[config.mk]
export PLATFORM = sky130hd
export DESIGN_NAME = bcd_to_seven_seg_decoder
export DESIGN_NICKNAME = d
export VERILOG_FILES = /design/src/rtl/seg7_pkg.sv /design/src/rtl/seg7_lut.sv /design/src/rtl/bcd_to_seven_seg_decoder.sv
export SDC_FILE = /design/constraint.sdc
export NUM_CORES = 1
export LEC_CHECK = 0
export ABC_AREA = 0
export CORE_AREA = 2 2 39 41
export CTS_BUF_LIST = sky130_fd_sc_hd__clkbuf_4 sky130_fd_sc_hd__clkbuf_8 sky130_fd_sc_hd__clkbuf_16
export CTS_CLUSTER_SIZE = 8
export DETAILED_ROUTE_END_ITERATION = 10
export DIE_AREA = 0 0 41 43
export PLACE_DENSITY = 0.72
export SYNTH_ARGS = -nofsm -noshare
export SYNTH_HDL_FRONTEND = slang
export SYNTH_SLANG_ARGS = --single-unit
[constraint.sdc]
create_clock -name clk -period 1.7 [get_ports clk]
set_clock_uncertainty 0.05 [all_clocks]
set_input_delay 0.17 -clock clk [delete_from_list [all_inputs] [get_ports clk]]
set_output_delay 0.17 -clock clk [all_outputs]
set_load 0.005 [all_outputs]
[src/rtl/seg7_pkg.sv]
// Shared constants for the seven-segment display path: segment bit positions
// and active-high lit patterns ordered {g,f,e,d,c,b,a}.
package seg7_pkg;

    localparam int SEG_A  = 0;
    localparam int SEG_B  = 1;
    localparam int SEG_C  = 2;
    localparam int SEG_D  = 3;
    localparam int SEG_E  = 4;
    localparam int SEG_F  = 5;
    localparam int SEG_G  = 6;
    localparam int SEG_DP = 7;

    localparam logic [6:0] PAT_0    = 7'h3F;
    localparam logic [6:0] PAT_1    = 7'h06;
    localparam logic [6:0] PAT_2    = 7'h5B;
    localparam logic [6:0] PAT_3    = 7'h4F;
    localparam logic [6:0] PAT_4    = 7'h66;
    localparam logic [6:0] PAT_5    = 7'h6D;
    localparam logic [6:0] PAT_6    = 7'h7D;
    localparam logic [6:0] PAT_7    = 7'h07;
    localparam logic [6:0] PAT_8    = 7'h7F;
    localparam logic [6:0] PAT_9    = 7'h6F;
    localparam logic [6:0] PAT_DASH = 7'h40;

    // Active-high: every segment and the decimal point dark.
    localparam logic [7:0] BLANK_PATTERN = 8'h00;

endpackage

[src/rtl/seg7_lut.sv]
// Combinational BCD digit to active-high segment pattern; non-decimal codes
// map to a dash and raise the invalid flag.
module seg7_lut
    import seg7_pkg::*;
(
    input  logic [3:0] digit,
    output logic [6:0] seg,
    output logic       invalid
);

    always_comb begin
        seg     = PAT_DASH;
        invalid = 1'b0;
        case (digit)
            4'd0:    seg = PAT_0;
            4'd1:    seg = PAT_1;
            4'd2:    seg = PAT_2;
            4'd3:    seg = PAT_3;
            4'd4:    seg = PAT_4;
            4'd5:    seg = PAT_5;
            4'd6:    seg = PAT_6;
            4'd7:    seg = PAT_7;
            4'd8:    seg = PAT_8;
            4'd9:    seg = PAT_9;
            default: begin
                seg     = PAT_DASH;
                invalid = 1'b1;
            end
        endcase
    end

endmodule

[src/rtl/bcd_to_seven_seg_decoder.sv]
// Registered single-digit seven-segment driver with decimal point, blanking
// and build-time output polarity.
module bcd_to_seven_seg_decoder
    import seg7_pkg::*;
#(
    parameter logic ACTIVE_LOW = 1'b1
) (
    input  logic       clk,
    input  logic       rst_n,
    input  logic [3:0] in,
    input  logic       dp,
    input  logic       blank,
    output logic [7:0] out,
    output logic       invalid
);

    localparam logic [7:0] OFF_PATTERN = BLANK_PATTERN ^ {8{ACTIVE_LOW}};

    logic [6:0] lut_seg;
    logic       lut_invalid;
    logic [7:0] out_d, out_q;
    logic       invalid_d, invalid_q;
    logic [7:0] pat_hi;

    seg7_lut u_lut (
        .digit   (in),
        .seg     (lut_seg),
        .invalid (lut_invalid)
    );

    // Blank wins over digit and dp, but invalid still tracks the input code.
    always_comb begin
        pat_hi            = BLANK_PATTERN;
        pat_hi[SEG_G:SEG_A] = lut_seg;
        pat_hi[SEG_DP]    = dp;
        if (blank) begin
            pat_hi = BLANK_PATTERN;
        end
        out_d     = pat_hi ^ {8{ACTIVE_LOW}};
        invalid_d = lut_invalid;
    end

    always_ff @(posedge clk or negedge rst_n) begin
        if (!rst_n) begin
            out_q     <= OFF_PATTERN;
            invalid_q <= 1'b0;
        end else begin
            out_q     <= out_d;
            invalid_q <= invalid_d;
        end
    end

    assign out     = out_q;
    assign invalid = invalid_q;

endmodule

Word level (Yosys, flattened, before mapping)
Index checks and enable logic that the tools add are counted.
Widths: inputs -> output; s select.
- register bits after elaboration: 9
- input port bits: 8
- output and inout port bits: 9
- word-level logic and storage cells: 17
- equality and inequality tests: 9
- mux-type cells: 3
- bitwise operators: 1
- reduce and logical (&&, ||, !) cells: 2
- operator list (operator ; number):
    $pmux 7 s10 ; 1
    $eq 4x3->1 const B ; 4
    $reduce_or 10->1 ; 1
    $eq 4x2->1 const B ; 2
    $eq 4x4->1 const B ; 2
    $mux 8 ; 1
    $not 8->8 ; 1
    $eq 4x1->1 const B ; 1
    $logic_not 4->1 ; 1
    $mux 1 ; 1

Logic depth before layout (Yosys ltp)
Gate-level depths: netlist (run 1).
- word-level depth: 4
- depth in mapped cells: 4
- mapped depth without buffers: 3

Cells and area by module
A second synthesis (run 1) with hierarchy kept.
- cells, all modules: 38
- area, all modules: 452.9 um2
- modules (own cells, without submodules) (module ; instances ; cells an instance ; area each (um2) ; sequential area each (um2)):
    bcd_to_seven_seg_decoder ; 1 ; 17 ; 285.3 ; 235.2
    seg7_lut ; 1 ; 21 ; 167.7 ; 0.0

Least setup slack after synthesis (run 1)
OpenSTA, ideal clock, no wires.
- path type: input to register
- from: input port in[2]
- to: register out_q[3] (netlist: out[3])
- setup time: 0.086 ns
- arrival time: 1.029 ns
- data required time: 1.564 ns
- setup slack: 0.535 ns
- stages: 4
- buffers on the path: 1
- cell sequence: buf_4 > or2_4 > and2_4 > a2111o_1
- word-level cells in the longest chain between the ends: 4
- elaborated cells on any way between the ends: 13
- ends and longest elaborated chain (what ; RTL line ; text):
    start, declared ; bcd_to_seven_seg_decoder.sv:10 ; input logic [3:0] in,
    $eq 4x4->1 (tied with other cells) ; seg7_lut.sv:14 ; case (digit)
    $pmux 7 s10 * ; seg7_lut.sv:14 ;
    $mux 8 * ; bcd_to_seven_seg_decoder.sv:36 ; if (blank) begin
    $not 8->8 (no line) * ; n/a ;
    via out_d[3] ; bcd_to_seven_seg_decoder.sv:21 ; logic [7:0] out_d, out_q;
    end signal, assigned ; bcd_to_seven_seg_decoder.sv:48 ; out_q <= out_d;
    end, declared ; bcd_to_seven_seg_decoder.sv:21 ;
The timed path passes the listed nets; every way through them passes the cells marked *.

Worst setup path in the final report (run 1)
- from: register out_q[1] (netlist: out[1])
- to: output port out[1]
- RTL lines (what ; RTL line ; text):
    end, declared ; bcd_to_seven_seg_decoder.sv:13 ; output logic [7:0] out,
No word-level cell between the ends.

==> results.cfg, run 1 <==
[status]
outcome = finished clean

[yosys]
ys_warn_count = 0
synth_xor_area_share_pct = 0
synth_cells = 42
ys_types = 21
synth_area_leader_cell = dfstp_2
synth-compound-area-share_pct = 18.0
synth_top_area_share_pct = 48.0
synth_top_family_by_area = simple AND/OR/NAND/NOR gates
synth_fa_ha_area_share_pct = 0
synthTopCellsByArea = dfstp_2 48%, dfrtp_1 5.7%, a2111o_1 5.1%, a21oi_1 4.6%, nand2b_1 4.3%
avgSynthCellArea_um2 = 10.4
synth_simple_gate_area_share_pct = 22.3
synth.cell_area_um2 = 438
synth_fp_nets = 50
synth.area.mux_share_pct = 0
ys_seq_area_share_pct = 53.7
ys_ff_latch = 9

[die]
row_count = 14
initial_utilization_pct = 31.6
die_y_um = 43
io_pins = 17
chipWidth_um = 41
fp.dieArea_mm2 = 0.00176
core_mm2 = 0.00138

[sta]
fin_crit_ns = 1.47
whs_ns = 0.150
finalCritPeriodShare_pct = 86.5
max_freq_ghz = 0.680
setup_viol = 0
maxSlewViolCount = 0
tns_ns = 0
setup_ws_ns = 0.229
worst_pin_slew_ns = 0.364
slew_headroom_pct = 75.6
rsz0062_at_grt = false
hold_viol_final = 0

[drt]
wl_um = 723
drt.antenna.violating_nets = 0
vias_per_cell = 4.58
dr.pass1.iters = 4
vias = 353
remaining_drc_errors = 0
first_iter_violations = 8
wl_per_cell_um = 9.39

[place]
post-place-ws_ns = 0.168
port_buffers = 16
hpwl_um = 564
gp_congestion = 0.799

[final_layout]
layout_common_cells = 16 x clkdlybuf4s50_1, 8 x dfstp_2, 4 x a21oi_1, 4 x clkbuf_4
area_growth_pct = 47.1
multiInputGateArea_um2 = 176
final-seq-area_um2 = 235
diodes = 0
layout_commonest_cell = clkdlybuf4s50_1
fill_cells = 144
layout-drive-gt1-share_pct = 29.5
final_net_count = 70

[clocking]
cts_buffer_depth = 2
clock_sinks = 9
clk_pin_slew_ns = 0.06
cts_tree = done
htreeDepth = 1
cts_resized = 0
ctsRootBufferMaster = clkbuf_4
cts_setup_buffers = 0
cts_hold_buf = 0
cts_made_buffers = 3

[setup_path]
path_buf_inv = 1
cp.arrival_ns = 1.25
cp-start-kind = flip-flop
crit_slowest_cell = dfstp_2
crit_family = flip-flops
crit_type = reg -> out
crit_required_ns = 1.48
cp-end-kind = output port
cp_max_fo = 1
max_stage_delay_ns = 0.51
worstPathCellList = clkdlybuf4s50_1

[pwr]
power_mw = 0.506
vdd.ir_drop.worst_mv = 0.232
power.leakage_nw = 0.261
powerDensity_mw_per_mm2 = 785

[global_routing]
use_met2_pct = 13.4
gr-max-usage-layer = met1
grt_first_pass_wirelength_mm = 1.24
grt_max_degree = 11
grt_use_met3_pct = 0
use_met1_pct = 14.6
first_global_vias = 297
grt_antenna_before_repair = 0
overflow = 0
grtUsageTotal_pct = 10.6

[worst_hold_path]
hold_class = in -> async

[flow_run]
maxCapViolations = 0
[cell type report]
class	count	share of cell area [%]
Clock buffer	4	4.66
Timing Repair Buffer	19	28.3
Tap cell	16	3.11
Sequential cell	9	36.5
Multi-Input combinational cell	29	27.4
[per-stage QoR]
step                cells  utilization, %  area [um2]
floorplan              42               -         438
global placement       73            44.4         614
detailed placement     73            44.4         614
CTS                    77            46.6         644
global route           77            46.6         644
finish                 77            46.6         644
[where the power goes]
group	switching (mW)	leakage, nW	internal [mW]	total, mW
registers	0.00304	0.0966	0.236	0.240
logic	0.0370	0.146	0.0590	0.0960
clock network	0.0643	0.0184	0.106	0.170
total	0.104	0.261	0.401	0.506
[state kept, by name, indices dropped and copies added (netlist names)]
name / count
out: 8
invalid: 1
[routing by layer]
layer / vias to the layer above / part of all wire, %
met3: 0 / 4.4
met4: 0 / 0
met5: - / 0
li1: 179 / -
met1: 163 / 44
met2: 11 / 52
[cells in the mapped netlist]
master	instances
or2_2	1
nand3_1	1
a21oi_1	4
o21bai_1	1
buf_4	1
o21ai_0	3
a2111o_1	2
nor2_1	3
o22ai_1	1
clkbuf_1	2
and2b_1	1
nand2b_1	3
buf_6	1
or2b_1	1
nand2_1	3
or2_4	1
and2_4	1
dfstp_2	8
dfrtp_1	1
nor2b_1	2
o21a_1	1
[path summary, 6_finish.rpt]
path | from | to | slack, ns | depth (start not counted)
setup / recovery | out[1]$_DFF_PN1_ | out[1] | 0.23 | 1
hold / removal | rst_n | invalid$_DFF_PN0_ | 0.15 | 1
max in group asynchronous | rst_n | out[3]$_DFF_PN1_ | 1.15 | 1
min in group clk | dp | out[7]$_DFF_PN1_ | 0.37 | 2
[kinds of logic (layout without fill, tap and decap cells)]
family                 after synthesis  after routing
AND/OR/NAND/NOR                     17             17
AO/OA/AOI/OAI                       12             12
flip-flops                           9              9
buffers and inverters                4             23
(Power assumes the default switching activity.)
==> run 2: changes to the inputs <==
Settings changed: ABC_CLOCK_PERIOD_IN_PS set to 1700.
==> results of run 2 <==
The final DEF is identical to that of run 1; final timing and power are the same.
